$ cat src/rtl/uart_pkg.sv
// Shared types and defaults for the buffered UART receiver.
package uart_pkg;

  typedef enum logic [2:0] {
    S_IDLE,
    S_START,
    S_DATA,
    S_PARITY,
    S_STOP,
    S_BRK_WAIT
  } rx_state_t;

  localparam int DEF_BIT_TIME     = 434;
  localparam int DEF_SAMPLE_POINT = 217;
  localparam int ENTRY_W          = 10;

  typedef struct packed {
    logic       ferr;
    logic       perr;
    logic [7:0] data;
  } rx_entry_t;

  function automatic logic expected_parity(input logic [7:0] data, input logic odd);
    return odd ? ~^data : ^data;
  endfunction

endpackage

$ cat src/rtl/uart_sync_fifo.sv
// First-word-fall-through synchronous FIFO; head is combinational from the read pointer.
module uart_sync_fifo #(
  parameter int WIDTH = 10,
  parameter int DEPTH = 8,
  parameter int AW    = 3
) (
  input  logic             clk,
  input  logic             reset,
  input  logic             push,
  input  logic [WIDTH-1:0] push_data,
  input  logic             pop,
  output logic [WIDTH-1:0] head,
  output logic             full,
  output logic             empty,
  output logic [AW:0]      count
);

  logic [WIDTH-1:0] mem [DEPTH];
  logic [AW:0]      wr_ptr;
  logic [AW:0]      rd_ptr;
  logic             do_push;
  logic             do_pop;

  assign count   = wr_ptr - rd_ptr;
  assign empty   = (count == '0);
  assign full    = (count == (AW+1)'(DEPTH));
  assign do_pop  = pop && !empty;
  // A pop in the same cycle frees the slot, so a full FIFO still accepts the push.
  assign do_push = push && (!full || do_pop);
  assign head    = mem[rd_ptr[AW-1:0]];

  always_ff @(posedge clk or posedge reset) begin
    if (reset) begin
      wr_ptr <= '0;
      rd_ptr <= '0;
      for (int i = 0; i < DEPTH; i++) mem[i] <= '0;
    end else begin
      if (do_push) begin
        mem[wr_ptr[AW-1:0]] <= push_data;
        wr_ptr              <= wr_ptr + 1'b1;
      end
      if (do_pop) rd_ptr <= rd_ptr + 1'b1;
    end
  end

endmodule

$ cat src/rtl/uart_rx_buffered.sv
// UART receiver (8 data bits, optional parity, 1 stop) with majority-vote sampling
// and a FWFT receive FIFO carrying per-byte parity/framing flags.
//
// state      | meaning
// -----------+------------------------------------------------------------
// S_IDLE     | line idle, waiting for a falling edge once armed
// S_START    | validating start bit; high majority rejects it as a glitch
// S_DATA     | sampling data bits 0..7, LSB first
// S_PARITY   | sampling parity bit and computing the parity error
// S_STOP     | sampling stop bit; push entry or detect break
// S_BRK_WAIT | break seen, waiting for the line to return high
module uart_rx_buffered
  import uart_pkg::*;
#(
  parameter int BIT_TIME     = DEF_BIT_TIME,
  parameter int SAMPLE_POINT = DEF_SAMPLE_POINT,
  parameter int FIFO_DEPTH   = 8,
  parameter int FIFO_AW      = 3
) (
  input  logic               clk,
  input  logic               reset,
  input  logic               rx,
  input  logic               parity_en,
  input  logic               parity_odd,
  input  logic               rx_ready,
  output logic               rx_valid,
  output logic [7:0]         rx_data,
  output logic               rx_parity_err,
  output logic               rx_frame_err,
  output logic               overrun,
  output logic               break_det,
  output logic [FIFO_AW:0]   fifo_count
);

  localparam logic [15:0] BIT_LAST = 16'(BIT_TIME - 1);
  localparam logic [15:0] SMP_A    = 16'(SAMPLE_POINT - 1);
  localparam logic [15:0] SMP_B    = 16'(SAMPLE_POINT);
  localparam logic [15:0] SMP_C    = 16'(SAMPLE_POINT + 1);

  logic        rx_meta;
  logic        rx_s;
  logic [1:0]  settle;
  logic        armed;

  rx_state_t   state;
  logic [15:0] cnt;
  logic [2:0]  bit_cnt;
  logic [7:0]  shift_reg;
  logic        s0;
  logic        s1;
  logic        perr;
  logic        par_bit;

  logic        maj;
  logic        decide;
  logic        bit_end;
  logic        brk_cond;
  logic        push;
  logic        pop;
  logic        fifo_full;
  logic        fifo_empty;
  rx_entry_t   push_entry;
  rx_entry_t   head_entry;

  // Arming waits until the synchroniser holds a real post-reset sample, so a
  // reset released while rx is low cannot be mistaken for a start bit.
  always_ff @(posedge clk or posedge reset) begin
    if (reset) begin
      rx_meta <= 1'b1;
      rx_s    <= 1'b1;
      settle  <= 2'd0;
      armed   <= 1'b0;
    end else begin
      rx_meta <= rx;
      rx_s    <= rx_meta;
      if (settle != 2'd2) settle <= settle + 2'd1;
      if (settle == 2'd2 && rx_s) armed <= 1'b1;
    end
  end

  assign maj      = (s0 & s1) | (s0 & rx_s) | (s1 & rx_s);
  assign decide   = (cnt == SMP_C);
  assign bit_end  = (cnt == BIT_LAST);
  assign brk_cond = !maj && (shift_reg == 8'h00) && (!parity_en || !par_bit);
  assign push     = (state == S_STOP) && decide && !brk_cond;
  assign pop      = rx_valid && rx_ready;

  assign push_entry.ferr = !maj;
  assign push_entry.perr = perr;
  assign push_entry.data = shift_reg;

  always_ff @(posedge clk or posedge reset) begin
    if (reset) begin
      state     <= S_IDLE;
      cnt       <= '0;
      bit_cnt   <= '0;
      shift_reg <= '0;
      s0        <= 1'b1;
      s1        <= 1'b1;
      perr      <= 1'b0;
      par_bit   <= 1'b0;
      break_det <= 1'b0;
      overrun   <= 1'b0;
    end else begin
      cnt       <= cnt + 16'd1;
      break_det <= 1'b0;
      overrun   <= push && fifo_full && !pop;
      if (cnt == SMP_A) s0 <= rx_s;
      if (cnt == SMP_B) s1 <= rx_s;

      case (state)
        S_IDLE: begin
          if (armed && !rx_s) begin
            state <= S_START;
            cnt   <= '0;
          end
        end
        S_START: begin
          if (decide && maj) begin
            state <= S_IDLE;
            cnt   <= '0;
          end else if (bit_end) begin
            state   <= S_DATA;
            cnt     <= '0;
            bit_cnt <= '0;
            perr    <= 1'b0;
            par_bit <= 1'b0;
          end
        end
        S_DATA: begin
          if (decide) shift_reg[bit_cnt] <= maj;
          if (bit_end) begin
            cnt <= '0;
            if (bit_cnt == 3'd7) state <= parity_en ? S_PARITY : S_STOP;
            else bit_cnt <= bit_cnt + 3'd1;
          end
        end
        S_PARITY: begin
          if (decide) begin
            perr    <= (maj != expected_parity(shift_reg, parity_odd));
            par_bit <= maj;
          end
          if (bit_end) begin
            state <= S_STOP;
            cnt   <= '0;
          end
        end
        // Leaving at the stop-bit centre gives half a bit of slack to catch
        // the next start edge of back-to-back frames.
        S_STOP: begin
          if (decide) begin
            cnt <= '0;
            if (brk_cond) begin
              break_det <= 1'b1;
              state     <= S_BRK_WAIT;
            end else begin
              state <= S_IDLE;
            end
          end
        end
        S_BRK_WAIT: begin
          if (rx_s) begin
            state <= S_IDLE;
            cnt   <= '0;
          end
        end
        default: begin
          state <= S_IDLE;
          cnt   <= '0;
        end
      endcase
    end
  end

  uart_sync_fifo #(
    .WIDTH (ENTRY_W),
    .DEPTH (FIFO_DEPTH),
    .AW    (FIFO_AW)
  ) u_fifo (
    .clk       (clk),
    .reset     (reset),
    .push      (push),
    .push_data (push_entry),
    .pop       (pop),
    .head      (head_entry),
    .full      (fifo_full),
    .empty     (fifo_empty),
    .count     (fifo_count)
  );

  assign rx_valid      = !fifo_empty;
  assign rx_data       = head_entry.data;
  assign rx_parity_err = head_entry.perr;
  assign rx_frame_err  = head_entry.ferr;

endmodule

$ cat config.mk
export PLATFORM = sky130hd
export DESIGN_NAME = uart_rx_buffered
export DESIGN_NICKNAME = d
export VERILOG_FILES = /design/src/rtl/uart_pkg.sv /design/src/rtl/uart_sync_fifo.sv /design/src/rtl/uart_rx_buffered.sv
export SDC_FILE = /design/constraint.sdc
export NUM_CORES = 1
export LEC_CHECK = 0
export ABC_AREA = 1
export BUFFER_PORTS_ARGS = -buffer_cell sky130_fd_sc_hd__buf_2
export CORE_MARGIN = 5
export CORE_UTILIZATION = 45
export DETAILED_ROUTE_END_ITERATION = 8
export HOLD_SLACK_MARGIN = 0.15
export PLACE_DENSITY_LB_ADDON = 0.25
export SETUP_SLACK_MARGIN = 0.02
export SLEW_MARGIN = 0
export SYNTH_ARGS = -nofsm -noshare
export SYNTH_HDL_FRONTEND = slang
export SYNTH_SLANG_ARGS = --single-unit
$ cat constraint.sdc
create_clock -name clk -period 9.1 [get_ports clk]
set_input_delay 0 -clock clk [delete_from_list [all_inputs] [get_ports clk]]
set_output_delay 0 -clock clk [all_outputs]
set_load 0.02 [all_outputs]
==> impl_metrics.json, run 1 <==
{
  "min_to": "rx_meta$_DFF_PP1_",
  "finalMaxSlewViolations": 0,
  "synth_edf_count": 0,
  "drive_gt1_share_pct": 9.69,
  "grt_pass1_vias": 5699,
  "cp_data_arrival_time_ns": 4.09,
  "r2r_slack_ns": 5.31,
  "postSynthCellCount": 886,
  "path_buf_inv": 2,
  "r2r-start": "u_fifo.rd_ptr[1]$_DFFE_PP0P_",
  "antenna_found_initial": 0,
  "yosys_warnings": 0,
  "hold_path_class": "input port to register",
  "critPathMostFrequentCell": "nand2_1",
  "synth_fp_nets": 909,
  "route.detailed.drc": 0,
  "grt_first_pass_wirelength_um": 29000,
  "reg2reg_depth": 10,
  "yosysMostFrequentCell": "nand2_1",
  "synth_area_leaders": "dfrtp_1 (45%), nand2_1 (15%), nand4_1 (7.6%), o21ai_0 (4.4%), nor2_1 (4.2%)",
  "synth_seq_cells": 129,
  "io_buffer_count": 22,
  "fmax_mhz": 264,
  "finalHoldViolations": 0,
  "cts_tree": "built",
  "design.portCount": 23,
  "cts_sinks": 129,
  "fin_crit_sh_pct": 41.6,
  "clock-skew-final_ns": 0.0111,
  "postCtsSetupBuffers": 0,
  "wl_per_cell_um": 15.8,
  "dieWidth_um": 135,
  "firstDrtPassIters": 5,
  "vias_per_cell": 5.47,
  "setup_viol_count_final": 0,
  "synthArstFlopShare_pct": 100,
  "ys_types": 35,
  "vias": 6062,
  "fill_cells": 1473,
  "worst_pin_slew_ns": 0.999,
  "areaGrowthSynthToFinish_pct": 12.1,
  "wl_um": 17600,
  "power.density_nw_per_um2": 250,
  "cts_buffers": 17,
  "synth_area_per_cell_um2": 7.91,
  "synth_top_cell_area_share_pct": 44.7,
  "synth_flop_cell": "dfrtp_1",
  "min_path_cells": 2,
  "power.leakage_nw": 3.87,
  "setup_tns_ns": 0,
  "area.sequential_um2": 3230,
  "yosys.area.top_type": "dfrtp_1",
  "cts_resized": 0,
  "netlist_top_cells_count": "nand2_1 (288), dfrtp_1 (125), nand4_1 (85)",
  "ctsHoldBuffers": 5,
  "cp_slowest_cell": "dfrtp_1",
  "root_buffer": "clkbuf_16",
  "start_util_pct": 45.9,
  "min_from": "rx",
  "die_area_um2": 18200,
  "status": "complete, no violations",
  "criticalPathCategory": "register to register",
  "period_minus_slack_ns": 3.79,
  "final_area_um2": 7850,
  "dpl.hpwl_um": 11400,
  "cts_htree_levels": 4,
  "multi_input_area_um2": 3340,
  "cap_violations": 0,
  "slowest_delay_ns": 0.84,
  "crit_family": "buffers and inverters",
  "largest_reg_flops": 80,
  "nNetsFinal": 908,
  "path_clk_slew_ns": 0.05,
  "dp_worst_setup_slack_ns": 5.39,
  "setup.worst_path.end_class": "register",
  "crit_required_ns": 9.41,
  "gp_congestion": 0.839,
  "ant_nets": 0,
  "path_max_fanout": 78,
  "peakVddDrop_uv": 172,
  "grt_max_degree": 82,
  "rsz0062_at_grt": "no",
  "die_height_um": 135,
  "clkLatencyLatePin_ns": 0.43,
  "slew_headroom_pct": 33.2,
  "netlist_area_um2": 7000,
  "crit_path_start_kind": "register",
  "synth-seq-area-share_pct": 46.2,
  "rows": 45,
  "cts_buffer_depth": 2,
  "dpl_cell_area_um2": 7200,
  "path_cells": "inv_1, ha_1, nand3b_1, nand2_1, xor2_1, nand2_4, buf_4, nand3_4, nand2_1, nand2_1",
  "dr.first_iter.drc_count": 537,
  "worst_r2r_endpoint": "u_fifo.mem[65]$_DFFE_PP0P_",
  "core_area_um2": 15300,
  "grt_use_total_pct": 20.1,
  "grt_overflow": 0,
  "antennaDiodeCount": 0,
  "timing.final.ws_setup_ns": 5.31
}
==> cell families (layout without fill, tap and decap cells) <==
family	after synthesis	in the layout	synth area share [%]
AOI/OAI and AO/OA	107	107	8.31
xor gates and xnor gates	22	22	2.75
adders and majority gates	17	17	3.14
buffers and inverters	105	117	6.31
DFF	129	129	46.2
and+or+nand+nor	506	506	33.3
==> through the flow <==
stage          instances  hold WS, ns  util [%]  total power (W)
3_5_place_dp        1072        0.107      47.2          0.00129
4_1_cts             1109        0.203      51.4          0.00198
6_report            1109        0.221      51.4          0.00196
3_3_place_gp        1072        0.106      47.2          0.00128
2_1_floorplan        886      0.00448         -          0.00110
5_1_grt             1109        0.233      51.4          0.00207
==> cell usage in the layout (no fill, tap or decap), types with 3 or more instances in the layout <==
| cell type | instances |
|---|---|
| nand3_4 | 8 |
| clkbuf_16 | 17 |
| xor2_1 | 11 |
| xnor2_1 | 11 |
| buf_4 | 9 |
| clkbuf_8 | 6 |
| dlygate4sd3_1 | 5 |
| nor2_1 | 79 |
| o21ai_0 | 61 |
| dfrtp_1 | 125 |
| o22ai_1 | 20 |
| inv_1 | 46 |
| nor3_1 | 5 |
| nand3_1 | 28 |
| nor2_4 | 4 |
| a21oi_1 | 18 |
| clkbuf_1 | 4 |
| nand2_1 | 287 |
| o21bai_1 | 3 |
| ha_1 | 16 |
| clkinv_2 | 3 |
| a21boi_0 | 3 |
| buf_2 | 22 |
| nand4_1 | 85 |
| dfstp_2 | 4 |
==> power breakdown <==
part	leakage (nW)	internal [W]	switching [W]
registers	1.76	0.000597	0.0000513
clock network	0.297	0.000445	0.000242
logic	1.81	0.000186	0.000440
==> final cells by class <==
type / count / share of cell area [%]
multi-input combinational: 652 / 42.5
sequential: 129 / 41.2
clock buffer: 27 / 6.66
tap: 211 / 3.36
timing repair buffer: 36 / 2.90
inverter: 49 / 2.41
clock inverter: 5 / 0.956
==> metal layers <==
layer	wire (um)	vias to the layer above	GRT usage, %
met5	0	-	0
met1	7880	2889	26.3
met3	900	41	4.73
met2	8340	158	32.3
li1	-	2974	-
met4	434	0	7.75
==> how the worst max path moves through the flow <==
stage	endpoint	cells past startpoint	start	slack, ns
after floorplan	armed$_DFFE_PP0P_	1	reset	5.67
after global placement	u_fifo.mem[79]$_DFFE_PP0P_	10	u_fifo.rd_ptr[1]$_DFFE_PP0P_	5.49
after detailed placement	u_fifo.mem[77]$_DFFE_PP0P_	10	u_fifo.rd_ptr[1]$_DFFE_PP0P_	5.39
after CTS	u_fifo.mem[65]$_DFFE_PP0P_	10	u_fifo.rd_ptr[1]$_DFFE_PP0P_	5.37
after global routing	u_fifo.mem[21]$_DFFE_PP0P_	10	u_fifo.rd_ptr[1]$_DFFE_PP0P_	5.03
final	u_fifo.mem[65]$_DFFE_PP0P_	10	u_fifo.rd_ptr[1]$_DFFE_PP0P_	5.31
(Power assumes the default switching activity.)
==> run 2, diff against run 1 <==
Clock period 9.1 ns to 3.1 ns, I/O delays scaled along.
==> impl_metrics.json, run 2 (synthesized netlist as in run 1, its figures left out) <==
{
  "status": "complete, no violations",
  "finalMaxSlewViolations": 0,
  "grt_use_total_pct": 21.3,
  "path_max_fanout": 47,
  "antennaDiodeCount": 0,
  "cts_tree": "built",
  "ant_nets": 0,
  "crit_family": "simple AND/OR/NAND/NOR gates",
  "grt_pass1_vias": 5886,
  "setup_viol_count_final": 0,
  "root_buffer": "clkbuf_16",
  "setup.worst_path.end_class": "register",
  "period_minus_slack_ns": 2.67,
  "peakVddDrop_uv": 408,
  "cts_sinks": 129,
  "criticalPathCategory": "register to register",
  "clkLatencyLatePin_ns": 0.42,
  "start_util_pct": 45.9,
  "areaGrowthSynthToFinish_pct": 14.1,
  "power.density_nw_per_um2": 718,
  "crit_required_ns": 3.45,
  "met3_usage_pct": 4.58,
  "vias_per_cell": 5.38,
  "fin_crit_sh_pct": 86.0,
  "finalHoldViolations": 0,
  "drive_gt1_share_pct": 11.8,
  "die_height_um": 135,
  "clock-skew-final_ns": 0.00666,
  "slew_headroom_pct": 32.9,
  "cp_data_arrival_time_ns": 3.02,
  "vias": 6063,
  "grt_use_met2_pct": 33.9,
  "power.leakage_nw": 3.94,
  "gp_congestion": 0.839,
  "cap_violations": 0,
  "fmax_mhz": 375,
  "rows": 45,
  "busiest_layer": "met2",
  "layout_common_cells": "nand2_1 (287), dfrtp_1 (125), nand4_1 (85)",
  "path_clk_slew_ns": 0.06,
  "path_buf_inv": 2,
  "r2r_slack_ns": 0.43,
  "path_cells": "inv_1, ha_1, fa_1, xnor2_1, nor3_1, nand2_4, buf_4, nand4_1, nand2_1",
  "die_area_um2": 18200,
  "dieWidth_um": 135,
  "antenna_found_initial": 0,
  "crit_path_start_kind": "register",
  "final_common_cell": "nand2_1",
  "largest_reg_flops": 80,
  "design.portCount": 23,
  "dr.first_iter.drc_count": 482,
  "firstDrtPassIters": 5,
  "core_area_um2": 15300,
  "grt_max_degree": 50,
  "io_buffer_count": 22,
  "rsz0062_at_grt": "no",
  "grt_overflow": 0,
  "cp_slowest_cell": "buf_4",
  "cts_htree_levels": 4,
  "final_util_pct": 52.4,
  "worst_pin_slew_ns": 1.00,
  "cts_buffer_depth": 2,
  "dpl.hpwl_um": 11900,
  "cts_resized": 0,
  "hold_path_class": "input port to register",
  "nNetsFinal": 925,
  "wl_um": 18300,
  "grt_first_pass_wirelength_um": 30500,
  "met1_usage_pct": 28.6,
  "setup_tns_ns": 0,
  "final_area_um2": 7990,
  "route.detailed.drc": 0,
  "wl_per_cell_um": 16.2,
  "cts_buffers": 17,
  "dpl_cell_area_um2": 7380,
  "slowest_delay_ns": 0.48
}
## run 2: changes by cell type in the layout (fill, tap and decap cells not counted)
cell	before	now
clkbuf_1	4	0
clkinv_4	0	3
bufinv_16	2	1
buf_12	0	4
clkbuf_8	6	2
clkinv_2	3	5
clkinvlp_4	0	4
buf_4	9	22
## run 2: what timing repair did
action,4_1_cts,5_1_grt
setup endpoints to repair,0,0
endpoints found under the hold margin,48,0
hold buffers,5,0
setup buffers,0,0
## run 2: path summary, 6_finish.rpt
path / from / end / depth (start not counted)
worst min register to register: rx_meta$_DFF_PP1_ / rx_s$_DFF_PP1_ / 0
max in group asynchronous: reset / u_fifo.mem[43]$_DFFE_PP0P_ / 4
worst max-delay path: u_fifo.wr_ptr[0]$_DFFE_PP0P_ / u_fifo.mem[78]$_DFFE_PP0P_ / 9
worst min-delay path: rx / rx_meta$_DFF_PP1_ / 2
worst max register to register: u_fifo.wr_ptr[0]$_DFFE_PP0P_ / u_fifo.mem[78]$_DFFE_PP0P_ / 9
min in group asynchronous: reset / cnt[10]$_DFF_PP0_ / 3
## run 2: metal layers
metal | up-vias | part of all wire [%]
met5 | - | 0
met3 | 29 | 5.2
met1 | 2889 | 45
met2 | 156 | 47
li1 | 2989 | -
met4 | 0 | 2.5
## run 2: metrics by stage
stage | hold slack (ns) | instances | power [W] | setup WS [ns]
detailed placement | 0.108 | 1089 | 0.00385 | 0.481
global placement | 0.109 | 1089 | 0.00386 | 0.598
finish | 0.220 | 1126 | 0.00574 | 0.435
global route | 0.240 | 1126 | 0.00609 | 0.208
floorplan | 0.00448 | 886 | 0.00324 | 0.734
CTS | 0.200 | 1126 | 0.00577 | 0.466
## run 2: cell type report
type	instances	area (um^2)
fill	1441	7270
multi-input combinational	652	3340
sequential	129	3230
clock buffer	19	453
timing repair buffer	53	405
tap	211	264
inverter	49	188
clock inverter	13	113
## run 2: worst reg2reg max path: stages, from the launching register on
cell     delay (ns)
dfrtp_1        0.42
inv_1          0.14
ha_1           0.23
fa_1           0.39
xnor2_1        0.25
nor3_1         0.13
nand2_4        0.27
buf_4          0.48
nand4_1        0.19
nand2_1        0.11
## run 2: power breakdown
group          switching (W)  total, W  internal [W]
Clock               0.000765   0.00191       0.00114
Combinational        0.00138   0.00199      0.000606
Sequential         0.0000908   0.00184       0.00175
==> run 3, diff against run 2 <==
Settings changed: CORE_ASPECT_RATIO set to 0.7, CORE_UTILIZATION 45 to 50.
==> impl_metrics.json, run 3 (synthesized netlist as in run 1, its figures left out) <==
{
  "antennaDiodeCount": 0,
  "grt_first_pass_wirelength_um": 30100,
  "min_from": "parity_odd",
  "power.density_nw_per_um2": 741,
  "period_minus_slack_ns": 2.73,
  "clock-skew-final_ns": 0.00764,
  "final_common_cell": "nand2_1",
  "status": "complete, no violations",
  "path_max_fanout": 92,
  "rows": 36,
  "die_area_um2": 16500,
  "cts_buffers": 17,
  "cp_data_arrival_time_ns": 3.04,
  "clock_power_share_pct": 34.9,
  "setup.worst_path.end_class": "register",
  "design.portCount": 23,
  "antenna_found_initial": 0,
  "cts_buffer_depth": 2,
  "nNetsFinal": 914,
  "core_area_um2": 13800,
  "clkLatencyLatePin_ns": 0.42,
  "fin_crit_sh_pct": 88.0,
  "fmax_mhz": 367,
  "finalHoldViolations": 0,
  "sw_frac_of_total_pct": 38.2,
  "path_clk_slew_ns": 0.06,
  "share_comb_of_total_power_pct": 33.2,
  "dpl.hpwl_um": 11100,
  "setup_tns_ns": 0,
  "rsz0062_at_grt": "no",
  "criticalPathCategory": "register to register",
  "areaGrowthSynthToFinish_pct": 12.9,
  "worst_pin_slew_ns": 0.715,
  "io_buffer_count": 22,
  "switching_power_w": 0.00224,
  "die_height_um": 109,
  "cap_violations": 0,
  "dr.first_iter.drc_count": 605,
  "slew_headroom_pct": 52.2,
  "crit_required_ns": 3.41,
  "vias": 6035,
  "grt_overflow": 0,
  "r2r-start": "u_fifo.wr_ptr[0]$_DFFE_PP0P_",
  "grt_pass1_vias": 5598,
  "fill_cells": 1251,
  "power.leakage_nw": 3.90,
  "wl_um": 18000,
  "largest_reg_flops": 80,
  "layout_common_cells": "nand2_1 (287), dfrtp_1 (125), nand4_1 (85)",
  "cts_htree_levels": 4,
  "root_buffer": "clkbuf_16",
  "start_util_pct": 50.7,
  "ant_nets": 0,
  "route.detailed.drc": 0,
  "finalMaxSlewViolations": 0,
  "grt_max_degree": 104,
  "dieWidth_um": 151,
  "gp_congestion": 0.862,
  "firstDrtPassIters": 5,
  "vias_per_cell": 5.52,
  "wl_per_cell_um": 16.5,
  "crit_start": "u_fifo.wr_ptr[0]$_DFFE_PP0P_",
  "cts_tree": "built",
  "final_area_um2": 7910,
  "p_int_w": 0.00362,
  "peakVddDrop_uv": 372,
  "hold_path_class": "input port to register",
  "dpl_cell_area_um2": 7260,
  "postCtsSetupBuffers": 0,
  "cts_sinks": 129,
  "seq_power_share_pct": 31.9,
  "grt_use_total_pct": 23.6,
  "setup_viol_count_final": 0,
  "drive_gt1_share_pct": 10.6,
  "crit_path_start_kind": "register"
}
## run 3: changes by cell type in the layout (fill, tap and decap cells not counted)
cell and change:
inv_6 -1, buf_4 -9, dlygate4sd3_1 -1, clkbuf_1 +2, clkinv_4 -2, clkbuf_8 +3
buf_12 -1, bufinv_16 +1, clkinv_2 -3
## run 3: metrics by stage
| step | utilization, % | cells | power, W | hold WS (ns) | setup WS [ns] |
|---|---|---|---|---|---|
| 3_5_place_dp | 52.5 | 1058 | 0.00382 | 0.105 | 0.486 |
| 5_1_grt | 57.2 | 1094 | 0.00620 | 0.229 | 0.201 |
| 3_3_place_gp | 52.5 | 1058 | 0.00382 | 0.100 | 0.487 |
| 6_report | 57.2 | 1094 | 0.00586 | 0.181 | 0.372 |
| 2_1_floorplan | - | 886 | 0.00324 | 0.00448 | 0.734 |
| 4_1_cts | 57.2 | 1094 | 0.00587 | 0.179 | 0.447 |
## run 3: power by group through the flow
| stage | logic, W | registers (W) | clock network (W) |
|---|---|---|---|
| 6_report | 0.00194 | 0.00187 | 0.00204 |
| 5_1_grt | 0.00217 | 0.00188 | 0.00215 |
| 4_1_cts | 0.00194 | 0.00187 | 0.00207 |
| 3_5_place_dp | 0.00192 | 0.00189 | 0 |
| 3_3_place_gp | 0.00193 | 0.00189 | 0 |
| 2_1_floorplan | 0.00138 | 0.00186 | 0 |
## run 3: what timing repair did
item | 4_1_cts | 5_1_grt
endpoints found under the hold margin | 35 | 0
gates resized for setup | 0 | 0
hold buffers | 4 | 0
## run 3: final cells by class
type / count / area, um^2 / area share, %
multi-input combinational: 652 / 3340 / 42.2
sequential: 129 / 3230 / 40.9
clock buffer: 24 / 502 / 6.35
timing repair buffer: 42 / 308 / 3.89
tap: 190 / 238 / 3.01
inverter: 49 / 188 / 2.37
clock inverter: 8 / 101 / 1.28
## run 3: final timing paths
kind	endpoint	slack [ns]	depth (start not counted)
setup reg to reg	u_fifo.mem[39]$_DFFE_PP0P_	0.37	10
hold reg to reg	rx_s$_DFF_PP1_	0.36	0
hold / removal	perr$_DFFE_PP0P_	0.18	6
max in group asynchronous	shift_reg[0]$_DFFE_PP0P_	1.97	4
setup / recovery	u_fifo.mem[39]$_DFFE_PP0P_	0.37	10
min in group asynchronous	cnt[12]$_DFF_PP0_	0.20	3
## run 3: critical path, stage by stage, from the launching register on
cell,delay [ns]
dfrtp_1,0.45
inv_1,0.17
ha_1,0.24
fa_1,0.38
xnor2_1,0.29
nor3_1,0.13
nand2_4,0.09
buf_12,0.34
nand3_4,0.27
nand2_1,0.12
nand2_1,0.06
## run 3: routing by layer
layer	GRT usage, %	part of all wire, %
met3	5.32	7.0
met2	32.7	42
met1	37.0	50
met5	0	0
met4	5.69	1.2
